## config.mk

```make
export PLATFORM = sky130hd
export DESIGN_NAME = rf_writeback
export DESIGN_NICKNAME = d
export VERILOG_FILES = /design/src/rtl/rf_writeback.sv
export SDC_FILE = /design/constraint.sdc
export NUM_CORES = 1
export LEC_CHECK = 0
export ABC_AREA = 1
export BUFFER_PORTS_ARGS = -buffer_cell sky130_fd_sc_hd__buf_2
export CAP_MARGIN = 20
export CORE_MARGIN = 2
export CORE_UTILIZATION = 25
export DETAILED_ROUTE_END_ITERATION = 8
export PLACE_DENSITY_LB_ADDON = 0.05
export REMOVE_ABC_BUFFERS = 1
export SYNTH_ARGS = -nofsm -noshare
export SYNTH_HDL_FRONTEND = slang
export SYNTH_SLANG_ARGS = --single-unit
```

## constraint.sdc

```tcl
create_clock -name clk -period 5.5 [get_ports clk]
set_clock_uncertainty 0.15 [all_clocks]
set_input_delay 0.275 -clock clk [delete_from_list [all_inputs] [get_ports clk]]
set_output_delay 0.275 -clock clk [all_outputs]
set_load 0.02 [all_outputs]
```

## src/rtl/rf_writeback.sv

```systemverilog
// Register-file writeback arbiter: ALU results win by default; LSU results wait
// in a FIFO, and a starvation counter forces the FIFO head through.
module rf_writeback #(
    parameter int LSU_DEPTH    = 4,
    parameter int STARVE_LIMIT = 8
) (
    input  logic                         clk,
    input  logic                         rst_n,
    input  logic                         alu_valid_i,
    output logic                         alu_ready_o,
    input  logic [4:0]                   alu_rd_i,
    input  logic [31:0]                  alu_data_i,
    input  logic                         lsu_valid_i,
    output logic                         lsu_ready_o,
    input  logic [4:0]                   lsu_rd_i,
    input  logic [31:0]                  lsu_data_i,
    output logic                         rf_wr_en_o,
    output logic [4:0]                   rf_rd_o,
    output logic [31:0]                  rf_wdata_o,
    input  logic [4:0]                   rs1_i,
    input  logic [4:0]                   rs2_i,
    output logic                         pend_rs1_o,
    output logic                         pend_rs2_o,
    output logic [$clog2(LSU_DEPTH):0]   lsu_count_o
);

    localparam int PW = $clog2(LSU_DEPTH);
    localparam int CW = $clog2(LSU_DEPTH) + 1;
    localparam int SW = $clog2(STARVE_LIMIT + 1);
    localparam logic [CW-1:0] FULL_CNT   = CW'(LSU_DEPTH);
    localparam logic [SW-1:0] STARVE_MAX = SW'(STARVE_LIMIT);

    logic [4:0]    mem_rd_q   [LSU_DEPTH];
    logic [4:0]    mem_rd_d   [LSU_DEPTH];
    logic [31:0]   mem_data_q [LSU_DEPTH];
    logic [31:0]   mem_data_d [LSU_DEPTH];
    logic [PW-1:0] wr_ptr_q, wr_ptr_d;
    logic [PW-1:0] rd_ptr_q, rd_ptr_d;
    logic [CW-1:0] count_q, count_d;
    logic [SW-1:0] starve_q, starve_d;
    logic          rf_wr_en_q, rf_wr_en_d;
    logic [4:0]    rf_rd_q, rf_rd_d;
    logic [31:0]   rf_wdata_q, rf_wdata_d;

    logic fifo_empty_s;
    logic force_s;
    logic alu_fire_s;
    logic push_s;
    logic pop_s;
    logic fifo_hit1_s;
    logic fifo_hit2_s;

    // Handshakes and winner selection; ready signals look only at registered state
    always_comb begin
        fifo_empty_s = (count_q == {CW{1'b0}});
        lsu_ready_o  = (count_q != FULL_CNT);
        force_s      = (starve_q == STARVE_MAX) && !fifo_empty_s;
        alu_ready_o  = !force_s;
        alu_fire_s   = alu_valid_i && !force_s;
        push_s       = lsu_valid_i && lsu_ready_o;
        pop_s        = !alu_fire_s && !fifo_empty_s;
    end

    // Next-state for FIFO, starvation counter and the registered write port
    always_comb begin
        mem_rd_d   = mem_rd_q;
        mem_data_d = mem_data_q;
        wr_ptr_d   = wr_ptr_q;
        rd_ptr_d   = rd_ptr_q;
        rf_wr_en_d = 1'b0;
        rf_rd_d    = rf_rd_q;
        rf_wdata_d = rf_wdata_q;

        if (push_s) begin
            mem_rd_d[wr_ptr_q]   = lsu_rd_i;
            mem_data_d[wr_ptr_q] = lsu_data_i;
            wr_ptr_d             = wr_ptr_q + PW'(1);
        end else begin
            wr_ptr_d = wr_ptr_q;
        end

        // rd==0 still takes the slot and updates rd/data, it just never writes
        if (alu_fire_s) begin
            rf_wr_en_d = (alu_rd_i != 5'd0);
            rf_rd_d    = alu_rd_i;
            rf_wdata_d = alu_data_i;
        end else if (pop_s) begin
            rf_wr_en_d = (mem_rd_q[rd_ptr_q] != 5'd0);
            rf_rd_d    = mem_rd_q[rd_ptr_q];
            rf_wdata_d = mem_data_q[rd_ptr_q];
            rd_ptr_d   = rd_ptr_q + PW'(1);
        end else begin
            rf_wr_en_d = 1'b0;
        end

        case ({push_s, pop_s})
            2'b10:   count_d = count_q + CW'(1);
            2'b01:   count_d = count_q - CW'(1);
            default: count_d = count_q;
        endcase

        if (pop_s || fifo_empty_s) begin
            starve_d = {SW{1'b0}};
        end else if (alu_fire_s && (starve_q != STARVE_MAX)) begin
            starve_d = starve_q + SW'(1);
        end else begin
            starve_d = starve_q;
        end
    end

    // Pending-write lookup over live FIFO entries plus the uncommitted output slot
    always_comb begin
        fifo_hit1_s = 1'b0;
        fifo_hit2_s = 1'b0;
        for (int i = 0; i < LSU_DEPTH; i++) begin
            logic [PW-1:0] idx;
            logic          live;
            idx  = rd_ptr_q + PW'(i);
            live = (CW'(i) < count_q);
            fifo_hit1_s = fifo_hit1_s | (live & (mem_rd_q[idx] == rs1_i));
            fifo_hit2_s = fifo_hit2_s | (live & (mem_rd_q[idx] == rs2_i));
        end
        pend_rs1_o = (rs1_i != 5'd0) &
                     (fifo_hit1_s | (rf_wr_en_q & (rf_rd_q == rs1_i)));
        pend_rs2_o = (rs2_i != 5'd0) &
                     (fifo_hit2_s | (rf_wr_en_q & (rf_rd_q == rs2_i)));
    end

    // State registers; reset discards any buffered LSU results
    always_ff @(posedge clk or negedge rst_n) begin
        if (!rst_n) begin
            for (int i = 0; i < LSU_DEPTH; i++) begin
                mem_rd_q[i]   <= 5'd0;
                mem_data_q[i] <= 32'd0;
            end
            wr_ptr_q   <= {PW{1'b0}};
            rd_ptr_q   <= {PW{1'b0}};
            count_q    <= {CW{1'b0}};
            starve_q   <= {SW{1'b0}};
            rf_wr_en_q <= 1'b0;
            rf_rd_q    <= 5'd0;
            rf_wdata_q <= 32'd0;
        end else begin
            mem_rd_q   <= mem_rd_d;
            mem_data_q <= mem_data_d;
            wr_ptr_q   <= wr_ptr_d;
            rd_ptr_q   <= rd_ptr_d;
            count_q    <= count_d;
            starve_q   <= starve_d;
            rf_wr_en_q <= rf_wr_en_d;
            rf_rd_q    <= rf_rd_d;
            rf_wdata_q <= rf_wdata_d;
        end
    end

    assign rf_wr_en_o  = rf_wr_en_q;
    assign rf_rd_o     = rf_rd_q;
    assign rf_wdata_o  = rf_wdata_q;
    assign lsu_count_o = count_q;

endmodule

```

## Word level (Yosys, flattened, before mapping)

Index checks and enable logic that the tools add are counted.

- Bitwise gates (word level): 26
- Order comparisons: 10
- Eq/ne operators: 15
- Reduce and logical (&&, ||, !) cells: 19
- Multiplexer cells: 30
- Add/subtract/negate cells: 7

Operator list:

| kind | count |
|---|---|
| 32-bit 2-to-1 mux | 5 |
| 128-bit bitwise mux | 1 |
| 32-bit binary-select mux with 2-bit select | 1 |
| 32-bit demux with 2-bit select | 1 |
| 5-bit 2-to-1 mux | 11 |
| 5-bit == test | 10 |
| 5-bit binary-select mux with 2-bit select | 4 |
| 20-bit bitwise mux | 1 |
| 5-bit nonzero test | 4 |
| 3-bit >= comparator (second input constant) | 5 |
| 2-bit inverter with 3-bit output | 5 |
| 1-bit bitwise AND | 12 |
| 5-bit demux with 2-bit select | 1 |
| 4-bit 2-to-1 mux | 2 |
| 1-bit bitwise OR | 8 |
| 1-bit logical AND | 6 |
| 1-bit by 3-bit less-than comparator with 1-bit output (first input constant) | 2 |
| 2-bit by 3-bit less-than comparator with 1-bit output (first input constant) | 2 |
| 3-bit one-hot mux with 2 select lines | 1 |
| 2-bit nonzero test | 3 |
| 2-bit by 1-bit adder with 2-bit output (second input constant) | 2 |
| 2-bit adder (second input constant) | 2 |
| 4-bit by 1-bit adder with 4-bit output (second input constant) | 1 |
| 4-bit == test (second input constant) | 1 |
| other kinds (13) | 16 |

- Output and inout bits: 45
- Input bits: 88
- Bits in registers: 197
- Logic and storage cells: 122

## Longest topological paths before layout

- Depth after elaboration: 12
- Mapped depth: 14
- Depth with buffers taken out: 13

## Worst setup path after synthesis

OpenSTA, ideal clock, no wires.

- Path type: register to register
- From: reg count_q[0] (netlist: lsu_count_o[0])
- To: reg count_q[2] (netlist: lsu_count_o[2])
- Buffers on the path: 1
- Data arrival time: 2.274 ns
- Data required time: 5.232 ns
- Setup slack: 2.958 ns
- Cell stages (with the launch flop): 14
- Library setup time: 0.118 ns
- Clock period less this slack: 2.542 ns
- Cells stage by stage: dfrtp_1 > inv_1 > ha_1 > nand2_2 > nand4_2 > nand2_2 > nand2_2 > inv_2 > buf_2 > ha_1 > nor2_1 > o21ai_0 > xor2_1 > inv_1

- Word-level cells in the longest chain between the ends: 9
- Elaborated cells between the ends (all ways): 15
- Those cells by class: add/sub (2); eq/ne (3); mux (1); reduce/logical (9)

Ends and longest elaborated chain:

| element | RTL line | RTL |
|---|---|---|
| start, declared | 39 | `logic [CW-1:0] count_q, count_d;` |
| start signal, assigned | 138 | `count_q <= {CW{1'b0}};` |
| start signal, assigned | 148 | `count_q <= count_d;` |
| 3-bit zero test * | 55 | `fifo_empty_s = (count_q == {CW{1'b0}});` |
| 1-bit zero test * | 57 | `force_s = (starve_q == STARVE_MAX) && !fifo_empty_s;` |
| 1-bit logical AND * | 57 |  |
| 1-bit zero test * | n/a |  |
| named net alu_ready_o | 10 | `output logic alu_ready_o,` |
| 1-bit logical AND * | 59 | `alu_fire_s = alu_valid_i && !force_s;` |
| 1-bit zero test * | 61 | `pop_s = !alu_fire_s && !fifo_empty_s;` |
| 1-bit logical AND * | 61 |  |
| 2-bit by 1-bit == test with 1-bit output / 2-bit == test (equally long branches) | 96 | `case ({push_s, pop_s})` |
| 3-bit one-hot mux with 2 select lines / 2-bit nonzero test (equally long branches) | n/a |  |

The timed path passes the listed nets; every way through them passes the cells marked *.
A chain may end at the register's enable or synchronous reset.

## Worst setup path after layout

- From: reg rd_ptr_q[0]
- To: out pend_rs2_o

- Word-level cells in the longest chain between the ends: 12
- Elaborated cells between the ends (all ways): 32
- Those cells by class: add/sub (3); eq/ne (4); mux (12); bitwise (13)

Ends and longest elaborated chain:

| element | RTL line | RTL |
|---|---|---|
| start, declared | 38 | `logic [PW-1:0] rd_ptr_q, rd_ptr_d;` |
| start signal, assigned | 137 | `rd_ptr_q <= {PW{1'b0}};` |
| start signal, assigned | 147 | `rd_ptr_q <= rd_ptr_d;` |
| 2-bit by 1-bit adder with 2-bit output | 118 | `idx = rd_ptr_q + PW'(i);` |
| 2-bit inverter with 3-bit output (implied by the code) | 121 | `fifo_hit2_s = fifo_hit2_s \| (live & (mem_rd_q[idx] == rs2_i));` |
| 5-bit binary-select mux with 2-bit select | 121 |  |
| 5-bit 2-to-1 mux (implied by the code) (2 in series) | 121 |  |
| 5-bit == test | 121 |  |
| 1-bit bitwise AND | 121 |  |
| 1-bit bitwise OR (2 in series) | 121 |  |
| 1-bit bitwise OR * | 121 |  |
| 1-bit bitwise OR * | 126 | `(fifo_hit2_s \| (rf_wr_en_q & (rf_rd_q == rs2_i)));` |
| 1-bit bitwise AND * | 125 | `pend_rs2_o = (rs2_i != 5'd0) &` |
| end, declared | 23 | `output logic pend_rs2_o,` |

Mark *: on every way between the ends. The rest lies on a longest branch, timed or not. The select of a mux whose other input is x is not followed.

==> flow_summary.toml <==
[clock_tree]
cts_htree_levels = 4
postCtsSetupBuffers = 0
cts_max_path_buffers = 2
cts.sinks = 197
cts_root_buf = "clkbuf_16"
clk_pin_slew_ps = 80
cts_tree = "yes"
clock_latency_ps = 450
cts_buffers = 17

[worst_hold_path]
hold_class = "in2reg"
min_from = "lsu_data_i[8]"
hold-path-endpoint = "mem_data_q[8]"
min_path_cells = 3

[sta]
setup_ws_ps = 1730
period_share_pct = 68.6
hold_viol_final = 0
rsz0062_at_grt = "no"
finalSetupTns_ps = 0
fin_crit_ps = 3770
tightest_slew_ps = 1030
fmax_mhz = 265
setup_viol = 0
relSlewSlack_pct = 31.1
slew_violations = 0

[route]
avgViaCountPerCell = 4.47
drc_errors = 0
drt-wirelength-per-cell_microns = 16.8
vias = 9211
final_antenna_net_count = 0
drt-total-wl_microns = 34600
first_pass_iters = 7
dr.first_iter.drc_count = 519

[critical_path]
crit_type = "reg2out"
slowest_stage = "dfrtp_4"
crit_path_start_kind = "register"
path_max_fanout = 43
rr_worst_depth = 12
arrival_ps = 3350
rrSetupSlack_ps = 2410
worstPathRequired_ps = 5080
r2r-end = "lsu_count_o[2]"
cpPeakStageDelay_ps = 720
crit_chain = "inv_2 -> buf_4 -> nand2_1 -> nand2_1 -> nand2_1 -> and2_1 -> nor2_1 -> nor2_1 -> nand3_1 -> nand2_1 -> nor2_1 -> nor2_1 -> buf_2"
cpLargestDelayFamily = "buffers and inverters"
cp-end-kind = "output port"
r2r_start = "lsu_count_o[0]"
path_depth = 13
worstPathBufferInverterCount = 3

[floorplan]
fp.dieH_microns = 206
dieArea_sq_um = 42500
rows = 74
die_x_microns = 206
pin_count = 133
start_util_pct = 25.2
core_sq_um = 40600

[placement]
hpwlAfterDp_microns = 22200
gp_congestion = 0.858
dp_slack_ps = 2150
placedCellCount = 1974
io_buffers = 132

[power]
peakVddDrop_mv = 0.248
switching_share_pct = 46.2
clockPowerShare_pct = 17.9
powerDensity_nw_per_um2 = 570
p_seq_share_pct = 36.9
p_sw_mw = 3.26
internal_power_mw = 3.80
power_frac_comb_pct = 45.2
leakage_nw = 6.11

[global_route]
antenna_found_initial = 0
track_usage_pct = 16.7
grt_pass1_vias = 8887
grt_start_max_net_pins = 161
grt_pass1_wl_microns = 53700
grt.overflow.total = 0

[layout]
final.fill_count = 4479
nets = 1614
antenna_cells = 0
layout-drive-gt1-share_pct = 13.5
finish.utilization_pct = 30.5
area_growth_pct = 21.2
stdcell_count = 2060

[synth]
async_flop_share_pct = 100
synthTopCellsByArea = "dfrtp_1 (48%), nand2_1 (20%), o21ai_0 (9.4%)"
yosys.cell_types.count = 33
syn_area_sq_um = 10200
ys.flop_type = "dfrtp_1"
synth_edf_count = 0
syn_avg_cell_area_sq_um = 7.45
yosys_register_bits = 197
synth_largest_area_cell = "dfrtp_1"
ys_seq_area_share_pct = 48.2
ys_top_cells_by_count = "nand2_1 (547), dfrtp_1 (197), o21ai_0 (193)"
synth.most_common_cell = "nand2_1"
synth_cells = 1373
yosysTopAreaCellShare_pct = 48.2
yosysWarnings = 0

[flow_run]
cap_violations = 0

[run_status]
status = "completed"
## layout make-up
class	instances	area, sq um	share of cell area [%]
flip-flops and latches	197	4930	39.8
multi-input cells	1014	4570	36.9
repair buffers	199	1320	10.7
well taps	532	666	5.37
clock buffers	20	457	3.69
inverters	86	323	2.61
clock inverters	12	118	0.949
## cells in the final DEF, fill, tap and decap left out, drive strengths merged, types with 2 or more instances in the layout
cell	n
o22ai	2
nor3	2
xor2	6
o211ai	4
buf	144
a21oi	68
dlygate4sd3	54
clkinv	5
xnor2	5
o21ai	195
nand2	559
nand4	3
nor2	44
clkbuf	21
dfrtp	197
and2	2
inv	88
ha	11
clkinvlp	4
nand3	109
## worst register-to-register path, delay by kind of cell, from the launching register on
family | cells | cell delay (ps)
buf+inv | 3 | 880
fa+ha+maj | 2 | 650
simple gates | 5 | 630
flops | 1 | 420
xor+xnor | 1 | 130
compound gates | 1 | 100
## logic make-up (layout without fill, tap and decap cells)
kind of cell / Yosys count / count (layout) / synth area share [%]
and+or+nand+nor: 720 / 720 / 28.7
AOI/OAI and AO/OA: 272 / 272 / 13.5
xor gates and xnor gates: 11 / 11 / 0.942
adders and majority gates: 11 / 11 / 1.35
buffers and inverters: 162 / 317 / 7.23
DFF: 197 / 197 / 48.2
## stage by stage
stage                     hold slack [ps]  cell area [sq um]  total power [mW]
after global placement               75.3              11300              5.85
after global routing                 3.02              12400              7.77
after detailed placement             72.9              11300              5.87
after floorplan                      -171               9810              4.68
after CTS                            3.34              12400              7.20
final                                18.1              12400              7.06
## worst max-delay path by stage
stage	from	endpoint
2_1_floorplan	rd_ptr_q[0]	pend_rs2_o
3_3_place_gp	rd_ptr_q[0]	pend_rs1_o
3_5_place_dp	rd_ptr_q[0]	pend_rs2_o
4_1_cts	rd_ptr_q[0]	pend_rs2_o
5_1_grt	rd_ptr_q[0]	pend_rs2_o
6_report	rd_ptr_q[0]	pend_rs2_o
## power groups by stage
| stage | Sequential (mW) | Combinational, mW | Clock (mW) |
|---|---|---|---|
| after floorplan | 2.70 | 1.98 | 0 |
| after global placement | 2.64 | 3.21 | 0 |
| after detailed placement | 2.64 | 3.23 | 0 |
| after CTS | 2.62 | 3.27 | 1.32 |
| after global routing | 2.71 | 3.68 | 1.38 |
| final | 2.61 | 3.19 | 1.26 |
## registers in the layout, summed over array words and instances (netlist names)
register and count:
mem_data_q 128, rf_wdata_o 32, mem_rd_q 20, rf_rd_o 5, starve_q 4, lsu_count_o 3
rd_ptr_q 2, wr_ptr_q 2, rf_wr_en_o 1
## timing repair
| item | CTS | global route |
|---|---|---|
| resized for setup | 0 | 0 |
| hold endpoints to repair | 113 | 0 |
| hold buffers | 54 | 0 |
## metal layers
layer	GRT usage, %	routed length, microns	vias up
li1	-	-	4692
met5	0	0	-
met2	27.3	16200	163
met1	23.2	16900	4335
met3	2.46	1050	21
met4	3.78	427	0
Power figures use the tool's default switching activity.
